<file path="config.mk">
export PLATFORM = sky130hd
export DESIGN_NAME = alu_arbiter_flat
export DESIGN_NICKNAME = d
export VERILOG_FILES = /design/src/rtl/alu_arbiter_if.sv /design/src/rtl/alu_arbiter.sv /design/src/flat_wrapper.sv
export SDC_FILE = /design/constraint.sdc
export NUM_CORES = 1
export LEC_CHECK = 0
export BUFFER_PORTS_ARGS = -buffer_cell sky130_fd_sc_hd__buf_2
export CAP_MARGIN = 20
export CORE_UTILIZATION = 25
export CTS_CLUSTER_DIAMETER = 200
export DETAILED_ROUTE_END_ITERATION = 10
export GPL_TIMING_DRIVEN = 0
export HOLD_SLACK_MARGIN = 0.08
export PLACE_DENSITY = 0.58
export SLEW_MARGIN = 20
export SYNTH_ARGS = -nofsm -noshare
export SYNTH_HDL_FRONTEND = slang
export SYNTH_SLANG_ARGS = --single-unit
export TNS_END_PERCENT = 30
</file>
<file path="constraint.sdc">
create_clock -name clk -period 1.6 [get_ports clk]
set_clock_uncertainty 0.1 [all_clocks]
set_input_delay 0.08 -clock clk [delete_from_list [all_inputs] [get_ports clk]]
set_output_delay 0.08 -clock clk [all_outputs]
set_load 0.005 [all_outputs]
</file>
<file path="src/rtl/alu_arbiter_if.sv">
// ----------------------------------------------------------------------------
// alu_arbiter_if : request/response and shared-ALU signals of the arbiter
// Rev 1.0
// ----------------------------------------------------------------------------
`default_nettype none

interface alu_arbiter_if #(
  parameter int DATA_WIDTH = 32
);
  logic [1:0]                 req_valid;
  logic [1:0]                 req_ready;
  logic [1:0][DATA_WIDTH-1:0] req_op1;
  logic [1:0][DATA_WIDTH-1:0] req_op2;
  logic [1:0][2:0]            req_ctrl;
  logic [1:0]                 rsp_valid;
  logic [1:0]                 rsp_ready;
  logic [DATA_WIDTH-1:0]      rsp_data;
  logic                       rsp_branch;
  logic [DATA_WIDTH-1:0]      ALUop1;
  logic [DATA_WIDTH-1:0]      ALUop2;
  logic [2:0]                 ALUctrl;
  logic [DATA_WIDTH-1:0]      ALUout;
  logic                       branch_l;

  // Arbiter side
  modport slave (
    input  req_valid, req_op1, req_op2, req_ctrl, rsp_ready, ALUout, branch_l,
    output req_ready, rsp_valid, rsp_data, rsp_branch, ALUop1, ALUop2, ALUctrl
  );

  // Requesters plus ALU side
  modport master (
    output req_valid, req_op1, req_op2, req_ctrl, rsp_ready, ALUout, branch_l,
    input  req_ready, rsp_valid, rsp_data, rsp_branch, ALUop1, ALUop2, ALUctrl
  );
endinterface

`default_nettype wire

</file>
<file path="src/rtl/alu_arbiter.sv">
// ----------------------------------------------------------------------------
// alu_arbiter : round-robin sharing of one combinational ALU by two requesters
// Rev 1.0
// ----------------------------------------------------------------------------
`default_nettype none

module alu_arbiter #(
  parameter int DATA_WIDTH = 32
) (
  input  logic          clk,
  input  logic          rst_n,
  alu_arbiter_if.slave  bus
);

  typedef enum logic [1:0] {
    IDLE = 2'd0,
    EXEC = 2'd1,
    RESP = 2'd2
  } state_t;

  state_t                r_state;
  state_t                w_next;
  logic                  r_ptr;
  logic                  r_grant;
  logic [DATA_WIDTH-1:0] r_op1;
  logic [DATA_WIDTH-1:0] r_op2;
  logic [2:0]            r_ctrl;
  logic [DATA_WIDTH-1:0] r_rsp_data;
  logic                  r_rsp_branch;

  logic                  w_any;
  logic                  w_idx;
  logic                  w_accept;
  logic                  w_done;
  logic [1:0]            w_req_ready;
  logic [1:0]            w_rsp_valid;

  // A lone requester wins outright; the pointer only breaks ties.
  always_comb begin
    w_any    = |bus.req_valid;
    w_idx    = (&bus.req_valid) ? r_ptr : bus.req_valid[1];
    w_accept = (r_state == IDLE) && w_any;
    w_done   = (r_state == RESP) && bus.rsp_ready[r_grant];
  end

  always_comb begin
    w_next = r_state;
    case (r_state)
      IDLE:    if (w_any)  w_next = EXEC;
      EXEC:                w_next = RESP;
      RESP:    if (w_done) w_next = IDLE;
      default:             w_next = IDLE;
    endcase
  end

  always_comb begin
    w_req_ready = 2'b00;
    w_rsp_valid = 2'b00;
    if (w_accept)
      w_req_ready[w_idx] = 1'b1;
    if (r_state == RESP)
      w_rsp_valid[r_grant] = 1'b1;
  end

  always_ff @(posedge clk or negedge rst_n) begin
    if (!rst_n) begin
      r_state      <= IDLE;
      r_ptr        <= 1'b0;
      r_grant      <= 1'b0;
      r_op1        <= '0;
      r_op2        <= '0;
      r_ctrl       <= 3'b000;
      r_rsp_data   <= '0;
      r_rsp_branch <= 1'b0;
    end else begin
      r_state <= w_next;
      if (w_accept) begin
        r_grant <= w_idx;
        r_ptr   <= ~w_idx;
        r_op1   <= bus.req_op1[w_idx];
        r_op2   <= bus.req_op2[w_idx];
        r_ctrl  <= bus.req_ctrl[w_idx];
      end
      if (r_state == EXEC) begin
        r_rsp_data   <= bus.ALUout;
        r_rsp_branch <= bus.branch_l;
      end
    end
  end

  // ALU inputs come straight from the latch so they only move on a new grant.
  assign bus.ALUop1     = r_op1;
  assign bus.ALUop2     = r_op2;
  assign bus.ALUctrl    = r_ctrl;
  assign bus.req_ready  = w_req_ready;
  assign bus.rsp_valid  = w_rsp_valid;
  assign bus.rsp_data   = r_rsp_data;
  assign bus.rsp_branch = r_rsp_branch;

endmodule

`default_nettype wire
</file>
<file path="src/flat_wrapper.sv">
// flat-port wrapper written by rule: the top's interface ports become plain ports
module alu_arbiter_flat 
#(
  parameter int DATA_WIDTH = 32
)
  (clk, rst_n, bus_req_valid, bus_req_op1, bus_req_op2, bus_req_ctrl, bus_rsp_ready, bus_ALUout, bus_branch_l, bus_req_ready, bus_rsp_valid, bus_rsp_data, bus_rsp_branch, bus_ALUop1, bus_ALUop2, bus_ALUctrl);
  alu_arbiter_if #(.DATA_WIDTH(DATA_WIDTH)) bus_i ();
  input  logic clk;
  input  logic rst_n;
  input wire logic [$bits(bus_i.req_valid)-1:0] bus_req_valid;
  input wire logic [$bits(bus_i.req_op1)-1:0] bus_req_op1;
  input wire logic [$bits(bus_i.req_op2)-1:0] bus_req_op2;
  input wire logic [$bits(bus_i.req_ctrl)-1:0] bus_req_ctrl;
  input wire logic [$bits(bus_i.rsp_ready)-1:0] bus_rsp_ready;
  input wire logic [$bits(bus_i.ALUout)-1:0] bus_ALUout;
  input wire logic [$bits(bus_i.branch_l)-1:0] bus_branch_l;
  output wire logic [$bits(bus_i.req_ready)-1:0] bus_req_ready;
  output wire logic [$bits(bus_i.rsp_valid)-1:0] bus_rsp_valid;
  output wire logic [$bits(bus_i.rsp_data)-1:0] bus_rsp_data;
  output wire logic [$bits(bus_i.rsp_branch)-1:0] bus_rsp_branch;
  output wire logic [$bits(bus_i.ALUop1)-1:0] bus_ALUop1;
  output wire logic [$bits(bus_i.ALUop2)-1:0] bus_ALUop2;
  output wire logic [$bits(bus_i.ALUctrl)-1:0] bus_ALUctrl;
  assign bus_i.req_valid = bus_req_valid;
  assign bus_i.req_op1 = bus_req_op1;
  assign bus_i.req_op2 = bus_req_op2;
  assign bus_i.req_ctrl = bus_req_ctrl;
  assign bus_i.rsp_ready = bus_rsp_ready;
  assign bus_i.ALUout = bus_ALUout;
  assign bus_i.branch_l = bus_branch_l;
  assign bus_req_ready = bus_i.req_ready;
  assign bus_rsp_valid = bus_i.rsp_valid;
  assign bus_rsp_data = bus_i.rsp_data;
  assign bus_rsp_branch = bus_i.rsp_branch;
  assign bus_ALUop1 = bus_i.ALUop1;
  assign bus_ALUop2 = bus_i.ALUop2;
  assign bus_ALUctrl = bus_i.ALUctrl;
  alu_arbiter #(.DATA_WIDTH(DATA_WIDTH)) u_core (.clk(clk), .rst_n(rst_n), .bus(bus_i));
endmodule
</file>
==> results of run 1 <==
==> cell type report <==
type | count | area (sq um)
Clock buffer | 9 | 225
Timing Repair Buffer | 459 | 3230
Buffer | 54 | 367
Fill cell | 1807 | 10100
Antenna cell | 1 | 2.50
Sequential cell | 104 | 2600
Inverter | 3 | 11.3
Tap cell | 260 | 325
Clock inverter | 7 | 73.8
Multi-Input combinational cell | 318 | 2050
==> stage by stage <==
step	area, sq um	power (mW)
floorplan	4920	7.86
global placement	6620	10.4
detailed placement	6650	10.5
CTS	8820	13.5
global route	8880	14.5
finish	8880	13.5
==> layout by cell type (no fill, tap or decap), drive strengths merged <==
cell	n
a211oi	1
a21oi	67
a31oi	67
and2b	1
buf	318
clkbuf	34
clkinv	3
dfrtp	104
diode	1
dlygate4sd3	170
inv	7
mux2	34
nand2b	3
nand3	68
nor2	5
o21a	1
o21ai	69
or2	2
==> layer usage <==
layer	up-vias	wire length (um)
met2	265	9960
met5	-	0
met3	46	1170
met1	2774	8150
met4	0	544
li1	2716	-
==> repair_timing <==
item	4_1_cts	5_1_grt
endpoints found under the hold margin	205	0
setup buffers	8	5
pin swaps	3	2
gates resized for setup	30	26
hold buffers	170	0
setup endpoints to repair	101	81
==> flip-flops by register name (all words and copies together) (netlist names) <==
| register | count |
|---|---|
| u_core.bus.ALUctrl | 3 |
| u_core.bus.ALUop1 | 32 |
| u_core.bus.ALUop2 | 32 |
| u_core.bus.rsp_branch | 1 |
| u_core.bus.rsp_data | 32 |
| u_core.r_grant | 1 |
| u_core.r_ptr | 1 |
| u_core.r_state | 2 |
==> final timing paths <==
path,startpoint,slack [ns],end,depth (start not counted)
setup / recovery,u_core.r_state[1]$_DFFE_PN0P_,-0.007,bus_req_ready[0],3
hold / removal,bus_req_valid[1],0.15,u_core.bus.ALUctrl[2]$_DFFE_PN0P_,4
setup reg to reg,u_core.r_state[1]$_DFFE_PN0P_,0.05,u_core.bus.rsp_data[20]$_DFFE_PN0N_,4
hold reg to reg,u_core.bus.rsp_data[21]$_DFFE_PN0N_,0.40,u_core.bus.rsp_data[21]$_DFFE_PN0N_,1
max in group asynchronous,rst_n,0.58,u_core.bus.ALUop1[15]$_DFFE_PN0P_,3
min in group asynchronous,rst_n,0.16,u_core.bus.ALUop2[3]$_DFFE_PN0P_,2
==> power by group through the flow <==
stage / clock network (mW) / registers, mW / logic, mW
floorplan: 0 / 4.87 / 2.99
global placement: 0 / 4.72 / 5.67
detailed placement: 0 / 4.76 / 5.72
CTS: 2.36 / 4.74 / 6.39
global route: 2.44 / 4.92 / 7.14
finish: 2.26 / 4.75 / 6.52
==> logic make-up after synthesis <==
| family | after synthesis |
|---|---|
| AOI/OAI and AO/OA | 205 |
| DFF | 104 |
| and+or+nand+nor | 79 |
| buffers and inverters | 59 |
| muxes | 34 |
==> worst max-delay path, stage by stage, from the launching register on <==
cell and delay (ns):
dfrtp_1 0.43, or2_2 0.36, a211oi_2 0.14, buf_2 0.15
==> metrics.txt, run 1 <==
status finished, violations left; failing checks negative setup slack; die width 142 um; Synth Area in XOR/XNOR 0%; Min-Delay Path Class in2reg; hold_ws 0.154 ns; final hold vios 0; Synth Area in Simple Gates a little over 8%; Area contributors post-synth dfrtp_1, a31oi_1, mux2_2, nand3_1, o21ai_0; met3 usage between 4 and 5%; cell taking the most area after synthesis dfrtp_1; post-synth top area share 52.9%; Critical Path AT between 1 and 1.5 ns; antenna-violating nets left 0; per-instance average area after synthesis 10.2 sq um; CP Launch Type flop; Critical Path RT 1.42 ns; Worst Tran Pin Value 0.547 ns; Pwr Density 1520 nW/um^2; worst slack at placement -0.248 ns; crit-path max FO 4; RSZ-0062 raised after global routing true; Ys Warns 0; syn nets 654; via count 5,801; routed wire length per instance 16.3 um; setup tns final -0.00681 ns; Initial Util roughly a quarter; first-pass GRT wire length between 30,000 and 40,000 um; Setup CP Type reg2out; M1 GR Usage 22.7%; fin crit share 100%; DIE AREA 20,200 sq um; Core ar. 19,000 sq um; clk_lat worst skew 0.35 ns; placed cells 1,017; Synth Register Bits 104; Worst setup EP type primary output; GRT Util Overall about a fifth; clock root cell clkbuf_16; sequential share of power 35.1%; largest net degree at the start of global routing 54; # Max-Cap Violations 0; sw frac between 30% and 40%; Net Switching between 5 and 6 mW; Relative slew margins 63.5%; CTS H-tree lvls 3; Compound-Gate Fraction of Synth Area around 25%; max-slew violation count 0; clk buf depth 2; dpl hpwl 12,700 um; utilization after layout 46.7%; Internal Power 8.39 mW; top-count cell post-synth dfrtp_1; fraction of layout cells with a size suffix above 1 around 44%; number of flops mapped to enable cells by yosys 0; Cell variety after synth 23; min Tclk post-route 1.61 ns; area growth from synthesis to layout 80.7%; Synth top cells by count dfrtp_1, nand3_1, a31oi_1; DR pass1 iterations 5; num rows 50; clock power share between 10% and 20%; Final setup viols 1; sequential cell area fraction in the yosys report 52.9%; clock net sink count 104; Syn Inst Count 481; Synth async-reset ratio 100%; Syn Std Cell Area about 4900 sq um; initial antenna violation count 0; gr busiest metal met2; vias per cell 4.77; mux cell area share after synthesis 7.79%; Nets 1,122; combinational power share between 40% and 50%; die height ~140 um; CTS tree done; count of input and output buffers 275; clock transition at the registers of the reported paths 0.08 ns; Max VDD drop 0.000629 V; Num CTS Buffers 9; Most used DFF post-synth dfrtp_1; f_max roughly 0.62 GHz; P_leak 3.98 nW; grt ovf 0; Finished Layout Cells 1,215; initial drt markers 246; number of global-route vias before repair a little over 6,000; GP Congestion between 0.7 and 0.8; M2 GR Usage 34.3%; DRC violations left 0; Post-Synth Adder-Cell Area 0%; # IOs 277; PnR worst setup slack -0.00681 ns; largest family of logic cells by synthesized area compound AO/OA/AOI/OAI gates; final wirelength 19,800 um
(Power assumes the default switching activity.)
==> inputs of run 2 (changes only) <==
clock period = 2 ns   (was 1.6 ns; I/O delays follow)
==> run 2 against run 1 <==
Routed wire length decreased by 0.77%. Via count fell by 0.34%. The run now ends clean. Critical endpoint unchanged. First-iteration DRC count grew 5.7%. Non-clock buffer count down 11. Register-to-register slack better by 0.13 ns. Largest cell class unchanged. Worst setup slack gained 0.15 ns. Highest routed layer unchanged.
==> metrics.txt, run 2 (synthesis results as in run 1) <==
vias per cell just under 5; final hold vios 0; Critical Path AT ~1.7 ns; area growth from synthesis to layout 76.2%; hold_ws ~0.15 ns; Post-DP Area 6650 sq um; Finished Layout Cells 1,204; Nets approximately 1,100; initial antenna violation count 0; antenna-violating nets left 0; Critical Path RT 1.80 ns; CTS H-tree lvls 3; CP Buf/Inv Count 3; slowest CP cell dfrtp_1; placed cells 1,017; DR pass1 iterations 5; dpl hpwl 12,700 um; via count 5,781; P_leak 3.85 nW; Pwr Density between 1000 and 1500 nW/um^2; final wirelength around 20,000 um; Worst setup EP type primary output; FILL cells 1,823; Final setup viols 0; count of input and output buffers about 280; Num CTS Buffers 9; clock transition at the registers of the reported paths around 0.08 ns; CTS tree done; clock net sink count between 100 and 150; first-pass GRT wire length 30,600 um; Min-Delay Path Class in2reg; Worst Tran Pin Value 0.541 ns; fin crit share 92.9%; GP Congestion 0.792; Top delay family on crit path buffers and inverters; Max stage delay on crit path 0.39 ns; largest net degree at the start of global routing 54; grt ovf 0; worst slack at placement between 0.15 and 0.2 ns; utilization after layout 45.6%; Setup CP Type reg2out; PnR worst setup slack 0.142 ns; routed wire length per instance around 16 um; DRC violations left 0; fraction of layout cells with a size suffix above 1 41.6%; most common cell after layout, fill and taps aside buf_2; max-slew violation count 0; min Tclk post-route 1.86 ns; RSZ-0062 raised after global routing false; total power between 10 and 15 mW; num rows 50; Relative slew margins around 64%; Most Frequent Cell on Critical Path buf_2; initial drt markers 260; GRT Util Overall 19.4%; crit-path max FO 10; status finished clean; # Max-Cap Violations 0; Max VDD drop roughly 0.00045 V; most frequent cells in the layout buf_2, dlygate4sd3_1, dfrtp_1, nand3_1, a31oi_1; post-CTS setup buffer count 0; clock root cell clkbuf_16; clk_lat worst skew 0.35 ns; f_max 0.538 GHz; setup tns final 0 ns; clk buf depth 2; Initial Util 25.8%; die width 142 um; die height about 140 um; CP Launch Type flop; number of global-route vias before repair 6,083; critical path cell sequence nand2b_1 -> buf_2 -> buf_2 -> a211oi_1 -> buf_2; cell area after layout 8660 sq um; Core ar. 19,000 sq um; DIE AREA between 20,000 and 25,000 sq um; # IOs between 200 and 300
-- run 2: final timing paths --
| path | startpoint | to | slack [ns] | cells past startpoint |
|---|---|---|---|---|
| worst max-delay path | u_core.r_ptr$_DFFE_PN0P_ | bus_req_ready[0] | 0.14 | 5 |
| worst min-delay path | bus_req_valid[1] | u_core.bus.ALUctrl[0]$_DFFE_PN0P_ | 0.15 | 4 |
| worst max register to register | u_core.r_state[1]$_DFFE_PN0P_ | u_core.bus.ALUop1[27]$_DFFE_PN0P_ | 0.18 | 4 |
| worst min register to register | u_core.bus.rsp_data[21]$_DFFE_PN0N_ | u_core.bus.rsp_data[21]$_DFFE_PN0N_ | 0.40 | 1 |
| max in group asynchronous | rst_n | u_core.bus.ALUop1[22]$_DFFE_PN0P_ | 0.97 | 3 |
| min in group asynchronous | rst_n | u_core.bus.ALUop2[3]$_DFFE_PN0P_ | 0.18 | 2 |
-- run 2: per-layer routing --
metal  track usage (%)  up-vias  wire length (um)
li1                  -     2702                 -
met1              22.7     2766              8070
met2              34.2      271              9850
met3              3.97       42              1220
met4              8.43        0               527
met5                 0        -                 0
-- run 2: final cells by class --
type | instances | area [sq um] | share of cell area [%]
multi-input cells | 318 | 2020 | 23.3
well taps | 260 | 325 | 3.76
flip-flops and latches | 104 | 2600 | 30.0
diodes | 1 | 2.50 | 0.0289
clock inverters | 7 | 73.8 | 0.852
clock buffers | 9 | 225 | 2.60
inverters | 3 | 11.3 | 0.130
plain buffers | 56 | 292 | 3.37
repair buffers | 446 | 3110 | 35.9
-- run 2: worst reg2reg max path, cell delays in order, from the launching register on --
cell	delay [ns]
dfrtp_1	0.43
or2_2	0.33
nor2_2	0.38
buf_2	0.33
a31oi_1	0.13
-- run 2: timing repair --
item	CTS	global route
hold buffers	170	0
resized for setup	2	2
endpoints found under the hold margin	205	0
cloned	0	0
endpoints found under the setup margin	2	2
-- run 2: report_power, final --
group / leakage (nW) / switching [mW] / internal, mW
Clock: 0.147 / 0.910 / 0.889
Sequential: 1.18 / 0.616 / 3.19
Combinational: 2.52 / 2.50 / 2.33
